File: config.mk
export PLATFORM = sky130hd
export DESIGN_NAME = iter_div
export DESIGN_NICKNAME = d
export VERILOG_FILES = /design/src/rtl/iter_div_pkg.sv /design/src/rtl/iter_div_lca.sv /design/src/rtl/iter_div.sv
export SDC_FILE = /design/constraint.sdc
export NUM_CORES = 1
export LEC_CHECK = 0
export CAP_MARGIN = 20
export CORE_UTILIZATION = 50
export DETAILED_ROUTE_END_ITERATION = 16
export MAX_ROUTING_LAYER = met4
export PLACE_DENSITY = 0.83
export REMOVE_ABC_BUFFERS = 1
export SLEW_MARGIN = 10
export SYNTH_ARGS = -nofsm -noshare
export SYNTH_HDL_FRONTEND = slang
export SYNTH_SLANG_ARGS = --single-unit
File: constraint.sdc
create_clock -name clk -period 2.9 [get_ports clk]
set_input_delay 0.435 -clock clk [delete_from_list [all_inputs] [get_ports clk]]
set_output_delay 0.435 -clock clk [all_outputs]
set_load 0.005 [all_outputs]
File: src/rtl/iter_div_pkg.sv
// rtl/iter_div_pkg.sv - shared state encoding and special-result constants for the iterative divider
package iter_div_pkg;

  typedef enum logic [2:0] {
    IDLE = 3'd0,
    PREP = 3'd1,
    RUN  = 3'd2,
    FIX  = 3'd3,
    DONE = 3'd4
  } state_t;

  // Widest operand supported; modules slice these down to their own width.
  localparam int MAX_W = 64;
  localparam logic [MAX_W-1:0] ALL_ONES = '1;

  function automatic logic [MAX_W-1:0] most_neg(input int w);
    logic [MAX_W-1:0] v;
    v = '0;
    v[w-1] = 1'b1;
    return v;
  endfunction

endpackage

File: src/rtl/iter_div_lca.sv
// rtl/iter_div_lca.sv - N-bit lookahead adder built from 4-bit carry-lookahead groups
module iter_div_lca #(
  parameter int N = 32
) (
  input  logic [N-1:0] a,
  input  logic [N-1:0] b,
  input  logic         cin,
  output logic [N-1:0] sum,
  output logic         cout
);

  localparam int NG = N / 4;

  logic [NG:0] c;

  assign c[0] = cin;
  assign cout = c[NG];

  for (genvar gi = 0; gi < NG; gi++) begin : g_grp
    logic [3:0] p;
    logic [3:0] g;
    logic [4:1] cc;
    logic       c0;

    assign p  = a[4*gi +: 4] ^ b[4*gi +: 4];
    assign g  = a[4*gi +: 4] & b[4*gi +: 4];
    assign c0 = c[gi];

    // All group carries come straight from the group inputs, not from each other.
    assign cc[1] = g[0] | (p[0] & c0);
    assign cc[2] = g[1] | (p[1] & g[0]) | (p[1] & p[0] & c0);
    assign cc[3] = g[2] | (p[2] & g[1]) | (p[2] & p[1] & g[0])
                 | (p[2] & p[1] & p[0] & c0);
    assign cc[4] = g[3] | (p[3] & g[2]) | (p[3] & p[2] & g[1])
                 | (p[3] & p[2] & p[1] & g[0]) | ((&p) & c0);

    assign sum[4*gi +: 4] = p ^ {cc[3:1], c0};
    assign c[gi+1]        = cc[4];
  end

endmodule

File: src/rtl/iter_div.sv
// rtl/iter_div.sv - iterative restoring divider, signed/unsigned, one quotient bit per cycle
module iter_div
  import iter_div_pkg::*;
#(
  parameter int N = 32
) (
  input  logic         clk,
  input  logic         rst,
  input  logic         start,
  input  logic         cancel,
  input  logic         signed_op,
  input  logic [N-1:0] dividend,
  input  logic [N-1:0] divisor,
  output logic         busy,
  output logic         done,
  output logic [N-1:0] quotient,
  output logic [N-1:0] remainder,
  output logic         div_by_zero
);

  localparam int CW = $clog2(N) + 1;
  localparam logic [N-1:0] Q_ONES   = ALL_ONES[N-1:0];
  localparam logic [N-1:0] MOST_NEG = N'(most_neg(N));

  state_t         state;
  logic [CW-1:0]  cnt;
  logic           sop;
  logic [N-1:0]   dvd;
  logic [N-1:0]   dvs;
  logic [N-1:0]   acc;
  logic [N-1:0]   rem_q;
  logic [N-1:0]   dneg;
  logic           q_neg;
  logic           r_neg;

  logic [N-1:0]   abs_dvd;
  logic [N-1:0]   abs_dvs;
  logic [N:0]     prem;
  logic [N-1:0]   trial;
  logic           trial_c;
  logic           no_borrow;

  assign abs_dvd = (sop && dvd[N-1]) ? -dvd : dvd;
  assign abs_dvs = (sop && dvs[N-1]) ? -dvs : dvs;

  // Shifted partial remainder: the extra top bit stands in for the borrow.
  assign prem = {rem_q, acc[N-1]};

  iter_div_lca #(.N(N)) u_lca (
    .a    (prem[N-1:0]),
    .b    (dneg),
    .cin  (1'b0),
    .sum  (trial),
    .cout (trial_c)
  );

  assign no_borrow = prem[N] | trial_c;

  always_ff @(posedge clk) begin
    if (rst) begin
      state       <= IDLE;
      busy        <= 1'b0;
      done        <= 1'b0;
      quotient    <= '0;
      remainder   <= '0;
      div_by_zero <= 1'b0;
      cnt         <= '0;
      sop         <= 1'b0;
      dvd         <= '0;
      dvs         <= '0;
      acc         <= '0;
      rem_q       <= '0;
      dneg        <= '0;
      q_neg       <= 1'b0;
      r_neg       <= 1'b0;
    end else if (cancel) begin
      state <= IDLE;
      busy  <= 1'b0;
      done  <= 1'b0;
      cnt   <= '0;
    end else begin
      case (state)
        IDLE, DONE: begin
          state <= IDLE;
          busy  <= 1'b0;
          done  <= 1'b0;
          if (start) begin
            sop   <= signed_op;
            dvd   <= dividend;
            dvs   <= divisor;
            state <= PREP;
            busy  <= 1'b1;
          end
        end

        PREP: begin
          if (dvs == '0) begin
            quotient    <= Q_ONES;
            remainder   <= dvd;
            div_by_zero <= 1'b1;
            state       <= DONE;
            busy        <= 1'b0;
            done        <= 1'b1;
          end else if (sop && dvd == MOST_NEG && dvs == Q_ONES) begin
            quotient    <= dvd;
            remainder   <= '0;
            div_by_zero <= 1'b0;
            state       <= DONE;
            busy        <= 1'b0;
            done        <= 1'b1;
          end else begin
            acc   <= abs_dvd;
            rem_q <= '0;
            dneg  <= -abs_dvs;
            q_neg <= sop & (dvd[N-1] ^ dvs[N-1]);
            r_neg <= sop & dvd[N-1];
            cnt   <= '0;
            state <= RUN;
          end
        end

        RUN: begin
          // acc shifts dividend bits out the top and quotient bits in the bottom.
          acc   <= {acc[N-2:0], no_borrow};
          rem_q <= no_borrow ? trial : prem[N-1:0];
          cnt   <= cnt + CW'(1);
          if (cnt == CW'(N - 1)) state <= FIX;
        end

        FIX: begin
          quotient    <= q_neg ? -acc : acc;
          remainder   <= r_neg ? -rem_q : rem_q;
          div_by_zero <= 1'b0;
          state       <= DONE;
          busy        <= 1'b0;
          done        <= 1'b1;
        end

        default: begin
          state <= IDLE;
          busy  <= 1'b0;
          done  <= 1'b0;
        end
      endcase
    end
  end

endmodule

==> out/metrics.csv <==
metric,value,unit
Die ar.,30220,sq um
CP Data Arrival Time,3260,ps
Total Neg Setup Slack,0,ps
Hold EP,dvd[5]$_SDFFE_PP0P_,
number of synthesis warnings,0,
First-pass DRT Iterations,6,
fin cells,2473,
worst path buffer plus inverter count,2,
clock sink count,239,
Hold Crit Class,input port to register,
Chip Height,173.8,um
RSZ-0062 raised after global routing,yes,
Rows,62,
syn avg cell area,7.746,sq um
routability cong.,0.9456,
largest net degree at the start of global routing,135,
hold_sp,dividend[5],
Core ar.,28860,sq um
initial antenna violation count,0,
share of the synthesized area in the top cell type,0.3241,
HPWL after DPL,31.54,mm
Tmin final,2827,ps
DRC,0,
PortBufs,135,
CTS Root Cell,clkbuf_16,
endpoints failing setup,0,
critical path's top delay family,simple AND/OR/NAND/NOR gates,
FF-to-FF path depth,9,
CTS tree,yes,
Synth top cells by count,"308 x nand2_1, 239 x dfxtp_1, 167 x a21oi_1",
clk_skew,35.89,ps
Max-Cap Viols,0,
Startpoint Class,register,
Critical Path Fanout Max,60,
share of layout cells above drive strength 1,0.1407,
"Top FF cell, synth",dfxtp_1,
Synth Instances,1906,
type of element capturing the critical path,register,
Reg2Reg Launch Point,dvd[11]$_SDFFE_PP0P_,
fin nets,2184,
PD cells,469.5,nW/um^2
starting density of the core,0.5116,
number of library cell types mapped by synthesis,83,
vias in the first global route,14180,
ANT nets after route,0,
Max Buffers Root-to-Sink,3,
cell taking the most area after synthesis,dfxtp_1,
"Async S/R FF share, synth",0,
Tightest Pin Transition,860.9,ps
hold depth,3,
latest clock arrival within the worst-skew pair,570,ps
pre-CTS setup slack,79.55,ps
WL final,43.99,mm
gr ovfl total,0,
total CTS buffers,27,
Top Ports,136,
Hold Buf Count CTS,0,
"EDFF count, synth",0,
first-pass GRT wire length,71.97,mm
vias,14860,
clock-pin slew on the worst setup and hold paths,60,ps
Antenna Cells,0,
P_leak,7.028,nW
relative slew slack,0.4260,
Crit-path slowest cell,or4_1,
fin. max-slew vios,0,
Vias/cell,6.008,
htree depth,1,
dominant cells by area after synthesis,"dfxtp_1 32%, nand2_1 7.8%, xnor2_1 6.5%",
Total GRT Usage,0.2948,
setup ws final,73.19,ps
FF-to-FF End,remainder[16]$_SDFFE_PP0P_,
fmax,353.8,MHz
Worst EP required,3330,ps
synthesized flop and latch total,239,
period utilisation layout,0.9748,
final hold vios,0,
outcome,finished clean,
largest stage delay on the critical path,610,ps
top-count cell post-synth,nand2_1,
1st-iter DRT viols,1247,
Avg WL per Cell,17.79,um
FF-to-FF setup slack,70,ps
sequential area share after synthesis,0.3241,
DIE WIDTH,173.8,um
cells along the critical path,or4_1 > and4bb_2 > nand3_1 > o21ai_1 > buf_4 > nand2_2 > buf_12 > a221oi_1 > nor3_1,
Total Power,8.712,mW
Max IR drop VDD,0.4334,mV
Crit Path Class,register to register,
area growth from synthesis to layout,25.69,%
post-placement cell count,2421,
Post-Syn Area,14760,sq um
final core utilization,0.6431,
## stage by stage
stage,hold slack [ps],area [sq um]
finish,414.0,18560
global route,429.4,18560
CTS,403.7,18310
detailed placement,445.4,17290
global placement,437.8,17290
floorplan,442.2,14100
## power breakdown
part | switching (mW) | internal (mW)
Clock | 1.46 | 2.42
Sequential | 0.0798 | 3.36
Combinational | 0.791 | 0.609
Total | 2.33 | 6.38
## worst max path at each step
stage	start	endpoint	slack, ps	cells past startpoint
after floorplan	dvs[0]$_SDFFE_PP0P_	rem_q[30]$_SDFFE_PP0P_	-950	9
after global placement	dvs[0]$_SDFFE_PP0P_	dneg[30]$_SDFFE_PP0P_	130	10
after detailed placement	dvs[1]$_SDFFE_PP0P_	dneg[30]$_SDFFE_PP0P_	80	10
after CTS	rem_q[6]$_SDFFE_PP0P_	rem_q[20]$_SDFFE_PP0P_	40	11
after global routing	dvs[0]$_SDFFE_PP0P_	dneg[29]$_SDFFE_PP0P_	-50	9
final	dvd[11]$_SDFFE_PP0P_	remainder[16]$_SDFFE_PP0P_	70	9
## final cells by class
cell class	count	area, sq um
well taps	384	480.5
repair buffers	295	2711
flip-flops and latches	239	4791
fillers	2445	10300
inverters	49	183.9
clock buffers	32	724.4
multi-input cells	1457	9374
clock inverters	17	292.8
## worst reg2reg max path: stages (launching register included)
cell and delay [ps]:
dfxtp_1 330, or4_1 610, and4bb_2 430, nand3_1 170
o21ai_1 230, buf_4 150, nand2_2 60, buf_12 200
a221oi_1 400, nor3_1 100
## cell families (layout without fill, tap and decap cells)
| family | count (synthesis) | after routing | share of synthesized area |
|---|---|---|---|
| adder cells (fa/ha/maj) | 46 | 46 | 0.04305 |
| AND/OR/NAND/NOR | 705 | 705 | 0.2215 |
| AO/OA/AOI/OAI | 532 | 532 | 0.2499 |
| XOR/XNOR | 163 | 163 | 0.09669 |
| flip-flops | 239 | 239 | 0.3241 |
| multiplexers | 11 | 11 | 0.007458 |
| buffers and inverters | 210 | 393 | 0.05729 |
## sequential cells by signal (all words and copies together), names as in the netlist
register	flops
acc	32
dneg	32
dvd	32
dvs	32
quotient	32
rem_q	32
remainder	32
cnt	6
state	3
busy	1
div_by_zero	1
done	1
q_neg	1
r_neg	1
sop	1
## per-layer routing
metal / up-vias / track usage / routed length (um)
met5: - / - / 0
met4: 0 / 0.1086 / 1683
met3: 110 / 0.03224 / 3002
met2: 600 / 0.4917 / 21020
met1: 6976 / 0.3668 / 18280
li1: 7173 / - / -
## layout by cell type (no fill, tap or decap), types with 37 or more instances in the layout
cell type / netlist / routed
buf_4: 2 / 146
nor3_1: 74 / 74
o21ai_0: 56 / 54
o221ai_1: 38 / 37
inv_1: 49 / 49
clkdlybuf4s50_1: 0 / 134
o211ai_1: 63 / 63
xor2_1: 54 / 54
xnor2_1: 109 / 109
nand2_1: 308 / 307
nor2_1: 152 / 149
a21oi_1: 167 / 163
dfxtp_1: 239 / 234
## what timing repair did
action	CTS	global route
buffers inserted	0	3
resized for setup	0	51
setup endpoints to repair	0	69
No activity file was read; power rests on OpenSTA's default activity.
